[config.mk]
export PLATFORM = sky130hd
export DESIGN_NAME = mem_source_flat
export DESIGN_NICKNAME = d
export VERILOG_FILES = /design/src/rtl/mem_source_pkg.sv /design/src/rtl/mem_source_if.sv /design/src/rtl/mem_source_skid_buf2.sv /design/src/rtl/mem_source.sv /design/src/flat_wrapper.sv
export SDC_FILE = /design/constraint.sdc
export NUM_CORES = 1
export LEC_CHECK = 0
export CAP_MARGIN = 30
export CORE_MARGIN = 4
export CORE_UTILIZATION = 56
export CTS_CLUSTER_SIZE = 30
export DETAILED_ROUTE_END_ITERATION = 6
export PLACE_DENSITY = 0.8
export SYNTH_ARGS = -nofsm -noshare
export SYNTH_HDL_FRONTEND = slang
export SYNTH_SLANG_ARGS = --single-unit
export TNS_END_PERCENT = 1
[constraint.sdc]
create_clock -name clk -period 7.9 [get_ports clk]
set_input_delay 1.58 -clock clk [delete_from_list [all_inputs] [get_ports clk]]
set_output_delay 1.58 -clock clk [all_outputs]
set_load 0.1 [all_outputs]
[src/rtl/mem_source_pkg.sv]
// Shared definitions for the interpolator stimulus source: state encoding,
// default widths and the skid-buffer depth.
package mem_source_pkg;

  typedef enum logic [1:0] {
    ST_IDLE = 2'b00,
    ST_RUN  = 2'b01,
    ST_DONE = 2'b10
  } state_t;

  localparam int DEF_ADDR_WIDTH   = 7;
  localparam int DEF_DATA_WIDTH   = 32;
  localparam int DEF_CONFIG_WIDTH = 32;
  localparam int SKID_DEPTH       = 2;

endpackage : mem_source_pkg

[src/rtl/mem_source_if.sv]
// Handshake/bus bundle between the stimulus source, its sample memory and
// the interpolator input FIFO.
interface mem_source_if #(
  parameter int ADDR_WIDTH   = 7,
  parameter int DATA_WIDTH   = 32,
  parameter int CONFIG_WIDTH = 32
);
  logic                    start_i;
  logic                    Full_i;
  logic [CONFIG_WIDTH-1:0] ilen;
  logic                    mem_rd_en_o;
  logic [ADDR_WIDTH-1:0]   mem_addr_o;
  logic [DATA_WIDTH-1:0]   mem_data_i;
  logic [DATA_WIDTH-1:0]   data_o;
  logic                    Write_Enable_o;
  logic                    busy_o;
  logic                    done;

  modport master (
    input  start_i, Full_i, ilen, mem_data_i,
    output mem_rd_en_o, mem_addr_o, data_o, Write_Enable_o, busy_o, done
  );

  modport slave (
    output start_i, Full_i, ilen, mem_data_i,
    input  mem_rd_en_o, mem_addr_o, data_o, Write_Enable_o, busy_o, done
  );
endinterface : mem_source_if

[src/rtl/mem_source_skid_buf2.sv]
// Two-entry register FIFO absorbing read data that returns while the
// downstream FIFO is full; slot0 is always the head.
module mem_source_skid_buf2
  import mem_source_pkg::*;
#(
  parameter int DATA_WIDTH = DEF_DATA_WIDTH
) (
  input  logic                  clk,
  input  logic                  rst,
  input  logic                  push,
  input  logic                  pop,
  input  logic [DATA_WIDTH-1:0] din,
  output logic [1:0]            count,
  output logic [DATA_WIDTH-1:0] head
);

  logic [DATA_WIDTH-1:0] slot0_r;
  logic [DATA_WIDTH-1:0] slot1_r;
  logic [1:0]            cnt_r;
  logic                  push_ok_s;
  logic                  pop_ok_s;

  // Guard against overflow/underflow so a misbehaving caller cannot corrupt order
  always_comb begin
    pop_ok_s  = pop && (cnt_r != 2'd0);
    push_ok_s = push && ((cnt_r < 2'(SKID_DEPTH)) || pop_ok_s);
  end

  // Storage and occupancy update
  always_ff @(posedge clk or posedge rst) begin
    if (rst) begin
      slot0_r <= {DATA_WIDTH{1'b0}};
      slot1_r <= {DATA_WIDTH{1'b0}};
      cnt_r   <= 2'd0;
    end else begin
      case ({push_ok_s, pop_ok_s})
        2'b10: begin
          if (cnt_r == 2'd0) begin
            slot0_r <= din;
          end else begin
            slot1_r <= din;
          end
          cnt_r <= cnt_r + 2'd1;
        end
        2'b01: begin
          slot0_r <= slot1_r;
          cnt_r   <= cnt_r - 2'd1;
        end
        2'b11: begin
          // count unchanged; new word lands behind whatever remains
          if (cnt_r == 2'd1) begin
            slot0_r <= din;
          end else begin
            slot0_r <= slot1_r;
            slot1_r <= din;
          end
        end
        default: begin
          cnt_r <= cnt_r;
        end
      endcase
    end
  end

  assign count = cnt_r;
  assign head  = slot0_r;

endmodule : mem_source_skid_buf2

[src/rtl/mem_source.sv]
// Stimulus source: on start, streams ilen words from a synchronous-read
// sample memory into the interpolator input FIFO, honouring Full_i.
module mem_source
  import mem_source_pkg::*;
#(
  parameter int ADDR_WIDTH   = DEF_ADDR_WIDTH,
  parameter int DATA_WIDTH   = DEF_DATA_WIDTH,
  parameter int CONFIG_WIDTH = DEF_CONFIG_WIDTH
) (
  input logic         clk,
  input logic         rst,
  mem_source_if.master bus
);

  localparam logic [CONFIG_WIDTH-1:0] CNT_ZERO = {CONFIG_WIDTH{1'b0}};
  localparam logic [CONFIG_WIDTH-1:0] CNT_ONE  = {{(CONFIG_WIDTH-1){1'b0}}, 1'b1};

  state_t                  state_r;
  state_t                  state_s;
  logic [CONFIG_WIDTH-1:0] len_q_r;
  logic [CONFIG_WIDTH-1:0] rd_cnt_r;
  logic [CONFIG_WIDTH-1:0] wr_cnt_r;
  logic [CONFIG_WIDTH-1:0] wr_inc_s;
  logic                    inflight_r;
  logic                    rd_en_s;
  logic                    load_s;
  logic                    pop_s;
  logic [2:0]              level_s;
  logic [1:0]              buf_cnt_s;
  logic [DATA_WIDTH-1:0]   buf_head_s;
  logic                    busy_r;
  logic                    done_r;

  mem_source_skid_buf2 #(
    .DATA_WIDTH (DATA_WIDTH)
  ) u_skid (
    .clk   (clk),
    .rst   (rst),
    .push  (inflight_r),
    .pop   (pop_s),
    .din   (bus.mem_data_i),
    .count (buf_cnt_s),
    .head  (buf_head_s)
  );

  // Write strobe follows Full_i combinationally so a full FIFO never takes a word
  assign pop_s    = (buf_cnt_s != 2'd0) && !bus.Full_i;
  assign wr_inc_s = pop_s ? CNT_ONE : CNT_ZERO;

  // Next-state and read-issue decode
  always_comb begin
    state_s = state_r;
    rd_en_s = 1'b0;
    load_s  = 1'b0;
    level_s = {1'b0, buf_cnt_s} + {2'b00, inflight_r} - {2'b00, pop_s};
    case (state_r)
      ST_IDLE: begin
        if (bus.start_i) begin
          load_s  = 1'b1;
          state_s = ST_RUN;
        end else begin
          state_s = ST_IDLE;
        end
      end
      ST_RUN: begin
        if ((rd_cnt_r < len_q_r) && (level_s < 3'(SKID_DEPTH))) begin
          rd_en_s = 1'b1;
        end else begin
          rd_en_s = 1'b0;
        end
        // look at the post-write count so done lands the cycle after the last write
        if ((wr_cnt_r + wr_inc_s) == len_q_r) begin
          state_s = ST_DONE;
        end else begin
          state_s = ST_RUN;
        end
      end
      ST_DONE: begin
        state_s = ST_IDLE;
      end
      default: begin
        state_s = ST_IDLE;
      end
    endcase
  end

  // State register with registered status outputs
  always_ff @(posedge clk or posedge rst) begin
    if (rst) begin
      state_r <= ST_IDLE;
      busy_r  <= 1'b0;
      done_r  <= 1'b0;
    end else begin
      state_r <= state_s;
      busy_r  <= (state_s == ST_RUN);
      done_r  <= (state_s == ST_DONE);
    end
  end

  // Transfer length, read/write counters and the one-deep in-flight flag
  always_ff @(posedge clk or posedge rst) begin
    if (rst) begin
      len_q_r    <= CNT_ZERO;
      rd_cnt_r   <= CNT_ZERO;
      wr_cnt_r   <= CNT_ZERO;
      inflight_r <= 1'b0;
    end else if (load_s) begin
      len_q_r    <= bus.ilen;
      rd_cnt_r   <= CNT_ZERO;
      wr_cnt_r   <= CNT_ZERO;
      inflight_r <= 1'b0;
    end else begin
      if (rd_en_s) begin
        rd_cnt_r <= rd_cnt_r + CNT_ONE;
      end
      wr_cnt_r   <= wr_cnt_r + wr_inc_s;
      inflight_r <= rd_en_s;
    end
  end

  assign bus.mem_rd_en_o    = rd_en_s;
  assign bus.mem_addr_o     = rd_en_s ? rd_cnt_r[ADDR_WIDTH-1:0] : {ADDR_WIDTH{1'b0}};
  assign bus.Write_Enable_o = pop_s;
  assign bus.data_o         = buf_head_s;
  assign bus.busy_o         = busy_r;
  assign bus.done           = done_r;

endmodule : mem_source
[src/flat_wrapper.sv]
// flat-port wrapper written by rule: the top's interface ports become plain ports
module mem_source_flat import mem_source_pkg::*;
#(
  parameter int ADDR_WIDTH   = DEF_ADDR_WIDTH,
  parameter int DATA_WIDTH   = DEF_DATA_WIDTH,
  parameter int CONFIG_WIDTH = DEF_CONFIG_WIDTH
)
  (clk, rst, bus_start_i, bus_Full_i, bus_ilen, bus_mem_data_i, bus_mem_rd_en_o, bus_mem_addr_o, bus_data_o, bus_Write_Enable_o, bus_busy_o, bus_done);
  mem_source_if #(.ADDR_WIDTH(ADDR_WIDTH), .DATA_WIDTH(DATA_WIDTH), .CONFIG_WIDTH(CONFIG_WIDTH)) bus_i ();
  input logic clk;
  input logic rst;
  input wire logic [$bits(bus_i.start_i)-1:0] bus_start_i;
  input wire logic [$bits(bus_i.Full_i)-1:0] bus_Full_i;
  input wire logic [$bits(bus_i.ilen)-1:0] bus_ilen;
  input wire logic [$bits(bus_i.mem_data_i)-1:0] bus_mem_data_i;
  output wire logic [$bits(bus_i.mem_rd_en_o)-1:0] bus_mem_rd_en_o;
  output wire logic [$bits(bus_i.mem_addr_o)-1:0] bus_mem_addr_o;
  output wire logic [$bits(bus_i.data_o)-1:0] bus_data_o;
  output wire logic [$bits(bus_i.Write_Enable_o)-1:0] bus_Write_Enable_o;
  output wire logic [$bits(bus_i.busy_o)-1:0] bus_busy_o;
  output wire logic [$bits(bus_i.done)-1:0] bus_done;
  assign bus_i.start_i = bus_start_i;
  assign bus_i.Full_i = bus_Full_i;
  assign bus_i.ilen = bus_ilen;
  assign bus_i.mem_data_i = bus_mem_data_i;
  assign bus_mem_rd_en_o = bus_i.mem_rd_en_o;
  assign bus_mem_addr_o = bus_i.mem_addr_o;
  assign bus_data_o = bus_i.data_o;
  assign bus_Write_Enable_o = bus_i.Write_Enable_o;
  assign bus_busy_o = bus_i.busy_o;
  assign bus_done = bus_i.done;
  mem_source #(.ADDR_WIDTH(ADDR_WIDTH), .DATA_WIDTH(DATA_WIDTH), .CONFIG_WIDTH(CONFIG_WIDTH)) u_core (.clk(clk), .rst(rst), .bus(bus_i));
endmodule
==> results.md, run 1 <==
- Max Cap Violations: 0
- DR vias/cell: roughly 5.9
- Final Hold Viols: 0
- 1st-iter DRT viols: roughly 700
- Final WS setup: 1.13 ns
- Worst reg2reg setup slack: 3.64 ns
- Nets: 1127
- Min-delay src: u_core.u_skid.slot1_r[23]$_DFFE_PP0P_
- Clock network power share: 0.202
- Seq/Total Area, Yosys: 0.466
- Clk_skew: 0.0131 ns
- Pwr Total: 0.00394 W
- Pre-CTS WS: roughly 1.1 ns
- CTS buffer count: 17
- Post-layout util: 0.702
- Hold Path End: u_core.u_skid.slot1_r[23]$_DFFE_PP0P_
- Hold WS: ~0.51 ns
- Outcome: completed
- Post-synth EDFFs: 0
- Fin crit share: 0.856
- # diodes: 0
- Slew Viols, Final: 0
- Setup repair bufs after CTS: 0
- Worst Setup End Kind: output port
- DRC Markers: 0
- Syn_nets: 1033
- Worst hold path class: flop to flop
- Maximum vdd ir drop: around 0.0004 V
- Sw Ratio: 0.477
- CTS Hold Bufs: 0
- TritonCTS clock tree: yes
- Core area: 15400 um2
- Syn. warnings: 0
- Initial antenna violation count: 0
- Asr flop ratio synth: 1.00
- Largest family of logic cells by synthesized area: simple AND/OR/NAND/NOR gates
- First-pass GRT wire length: 35.7 mm
- Overflow after GRT: 0
- Combinational Power Share: 0.481
- Worst Reg-to-Reg Cells: 14
- Register share of total power: 0.317
- Min cycle time layout: 6.77 ns
- Antenna Violating Nets Remaining: 0
- Post-synthesis mux area share: 0.0469
- Layout cell share with drive strength beyond 1: 0.0981
- Max frequency: 148 MHz
- Synth Area in Compound Gates: 0.143
- PD cells: 364 nW/um2
- Worst-Skew Late Latency: around 0.44 ns
- I/O pins: approximately 110
- Root buf cell: clkbuf_16
- GP Congestion: 0.914
- Die area: 18100 um2
- Area Growth Syn to Fin: 20.8%
- RSZ-0062 raised after global routing: false
- Worst slew pin tran: 1.00 ns
- Adder-cell area share of the yosys netlist: 0.0594
- Largest net degree at the start of global routing: 95
- Post-Synth XOR/XNOR Area: 0.0592
- Syn_area_per_cell: 9.72 um2
- CP Launch Type: input port
- Max_slew headroom: 0.331
- Critical Path RT: about 6.3 ns
- Post-CTS resize count: 0
- Routed Wire Length: between 20 and 25 mm
- 1st-pass router iterations: 6
- CTS Sinks: 167
- Critical R2R Capture: u_core.bus.busy_o$_DFF_PP0_
- Site row count: 45
- Clk pin slew, worst setup/hold paths: 0.07 ns
- Vias in the first global route: 6993
- Synth Area in Simple Gates: 0.184
- Final setup TNS: 0 ns
- Die H: 135 um
- Gate Count Post-Synth: 923
- DPL Wire Length: 15.1 mm
- Crit path DAT: 5.19 ns
- Internal power component: 0.00206 W
- Most used DFF post-synth: dfrtp_1
- GR Util All Layers: 0.246
- Kind of critical path: input port to output port
- Drt wl/cell: 17.4 um
- Buffers on Ports: 110
- H-tree Lvls: 4
- Clock buffer depth: 2
- Initial Util: 0.581
- Net Sw Power: between 0.0015 and 0.002 W
- Die width: 135 um
- CP max FO: 24
- Worst R2R Start: u_core.u_skid.count[1]$_DFFE_PP0P_
- Seq cells post-synth: 167
- Unique masters post-synth: 61
- Final setup fails: 0
- Worst Hold Path Cells: 1
- Syn Std Cell Area: 8970 um2
- Vias post-DR: between 7000 and 8000
- Leak: between 4 and 5 nW
==> worst max path at each step <==
stage | startpoint | to | slack [ns] | cells after the start
after floorplan | bus_Full_i | bus_mem_addr_o[2] | 0.39 | 11
after global placement | bus_Full_i | bus_mem_addr_o[6] | 1.28 | 13
after detailed placement | bus_Full_i | bus_mem_addr_o[0] | 1.15 | 13
after CTS | bus_Full_i | bus_mem_addr_o[4] | 1.14 | 13
after global routing | bus_Full_i | bus_mem_addr_o[3] | 0.87 | 13
final | bus_Full_i | bus_mem_addr_o[0] | 1.13 | 13
==> power by group through the flow <==
stage	Clock (W)	Sequential (W)	Combinational, W
after floorplan	0	0.00183	0.000841
after CTS	0.000805	0.00125	0.00191
after global routing	0.000850	0.00128	0.00202
final	0.000794	0.00125	0.00190
after global placement	0	0.00125	0.00184
after detailed placement	0	0.00126	0.00190
==> layout by cell type, fill, tap and decap left out, drive strengths merged, types with 4 or more instances in the layout <==
| cell | Yosys | final |
|---|---|---|
| nand3 | 29 | 29 |
| nor4 | 5 | 5 |
| clkinvlp | 0 | 4 |
| a21o | 15 | 15 |
| o21ai | 47 | 47 |
| buf | 13 | 17 |
| nor2 | 89 | 89 |
| a22oi | 32 | 32 |
| nand2 | 78 | 78 |
| xor2 | 20 | 20 |
| mux2 | 32 | 32 |
| mux2i | 6 | 6 |
| ha | 41 | 41 |
| nor3 | 10 | 10 |
| nand4 | 27 | 27 |
| dfrtp | 167 | 167 |
| inv | 53 | 61 |
| clkdlybuf4s50 | 0 | 102 |
| xnor2 | 38 | 38 |
| and3 | 13 | 13 |
| clkbuf | 31 | 17 |
| and2 | 14 | 14 |
| and4 | 8 | 8 |
| a21oi | 62 | 62 |
| o31ai | 14 | 14 |
| o211ai | 6 | 6 |
| or4 | 18 | 18 |
| o2111ai | 4 | 4 |
| or3 | 8 | 8 |
==> area by class of cell <==
type | count | area [um2]
Multi-Input combinational cell | 659 | 4420
Clock buffer | 17 | 425
Sequential cell | 167 | 4180
Fill cell | 1197 | 4600
Timing Repair Buffer | 119 | 1200
Tap cell | 211 | 264
Inverter | 53 | 204
Clock inverter | 15 | 135
==> per-layer routing <==
layer  up-vias  share of wire  track usage
met5         -              0            0
met4         0          0.019       0.0724
met3        43          0.060       0.0522
met2       255           0.47        0.377
met1      3499           0.45        0.355
li1       3475              -            -
==> state kept, by name (all words and copies together), names as in the netlist <==
name                   cells
u_core.bus.done            1
u_core.rd_cnt_r           32
u_core.bus.busy_o          1
u_core.wr_cnt_r           32
u_core.u_skid.head        32
u_core.inflight_r          1
u_core.u_skid.slot1_r     32
u_core.len_q_r            32
u_core.u_skid.count        2
u_core.state_r             2
==> through the flow <==
stage | cells | cell area, um2
after CTS | 1241 | 10800
after global placement | 1206 | 10200
final | 1241 | 10800
after global routing | 1241 | 10800
after detailed placement | 1209 | 10300
after floorplan | 923 | 8970
==> cell families (layout without fill, tap and decap cells) <==
group           count (synthesis)  count (layout)
simple gates                  317             317
compound gates                203             203
flops                         167             167
buf+inv                        97             204
xor+xnor                       59              59
fa+ha+maj                      42              42
mux                            38              38
==> worst max-delay path, cell delays in order <==
cell and delay (ns):
clkdlybuf4s50_1 0.39, or2_2 0.32, inv_1 0.13, ha_1 0.24, nand2b_1 0.15, fa_1 0.47
nor4b_1 0.35, o2111ai_1 0.28, a211o_1 0.29, buf_4 0.21, inv_1 0.30, and2_1 0.19
buf_4 0.28
==> synth_stat cells, types with 3 or more instances <==
cell / count / area share
a211o_1: 3 / 0.0029
a21o_1: 15 / 0.013
a21oi_1: 62 / 0.035
a22oi_1: 32 / 0.027
and2_1: 14 / 0.0098
and3_1: 10 / 0.0070
and3_2: 3 / 0.0025
and4_1: 7 / 0.0068
buf_1: 9 / 0.0038
buf_2: 3 / 0.0017
clkbuf_1: 30 / 0.013
dfrtp_1: 167 / 0.47
ha_1: 41 / 0.057
inv_1: 53 / 0.022
mux2_2: 32 / 0.040
mux2i_1: 6 / 0.0067
nand2_1: 78 / 0.033
nand2b_1: 3 / 0.0021
nand3_1: 28 / 0.016
nand3b_1: 3 / 0.0025
nand4_1: 25 / 0.017
nor2_1: 88 / 0.037
nor3_1: 7 / 0.0039
nor3_2: 3 / 0.0033
nor4_1: 5 / 0.0035
o2111ai_1: 4 / 0.0039
o211ai_1: 6 / 0.0050
o21ai_0: 47 / 0.026
o22ai_1: 3 / 0.0021
o311ai_0: 3 / 0.0029
o31ai_1: 14 / 0.012
or3_1: 7 / 0.0049
or4_1: 17 / 0.014
xnor2_1: 38 / 0.037
xor2_1: 20 / 0.020
Note: power is estimated with default switching activity, not from simulation.
==> run 2, diff against run 1 <==
--- a/config.mk
+++ b/config.mk
@@ -10,6 +10,7 @@
 export CORE_UTILIZATION = 56
 export CTS_CLUSTER_SIZE = 30
 export DETAILED_ROUTE_END_ITERATION = 6
+export GPL_ROUTABILITY_DRIVEN = 0
 export PLACE_DENSITY = 0.8
 export SYNTH_ARGS = -nofsm -noshare
 export SYNTH_HDL_FRONTEND = slang
==> results of run 2 <==
The final DEF is identical to that of run 1; final timing and power are the same.
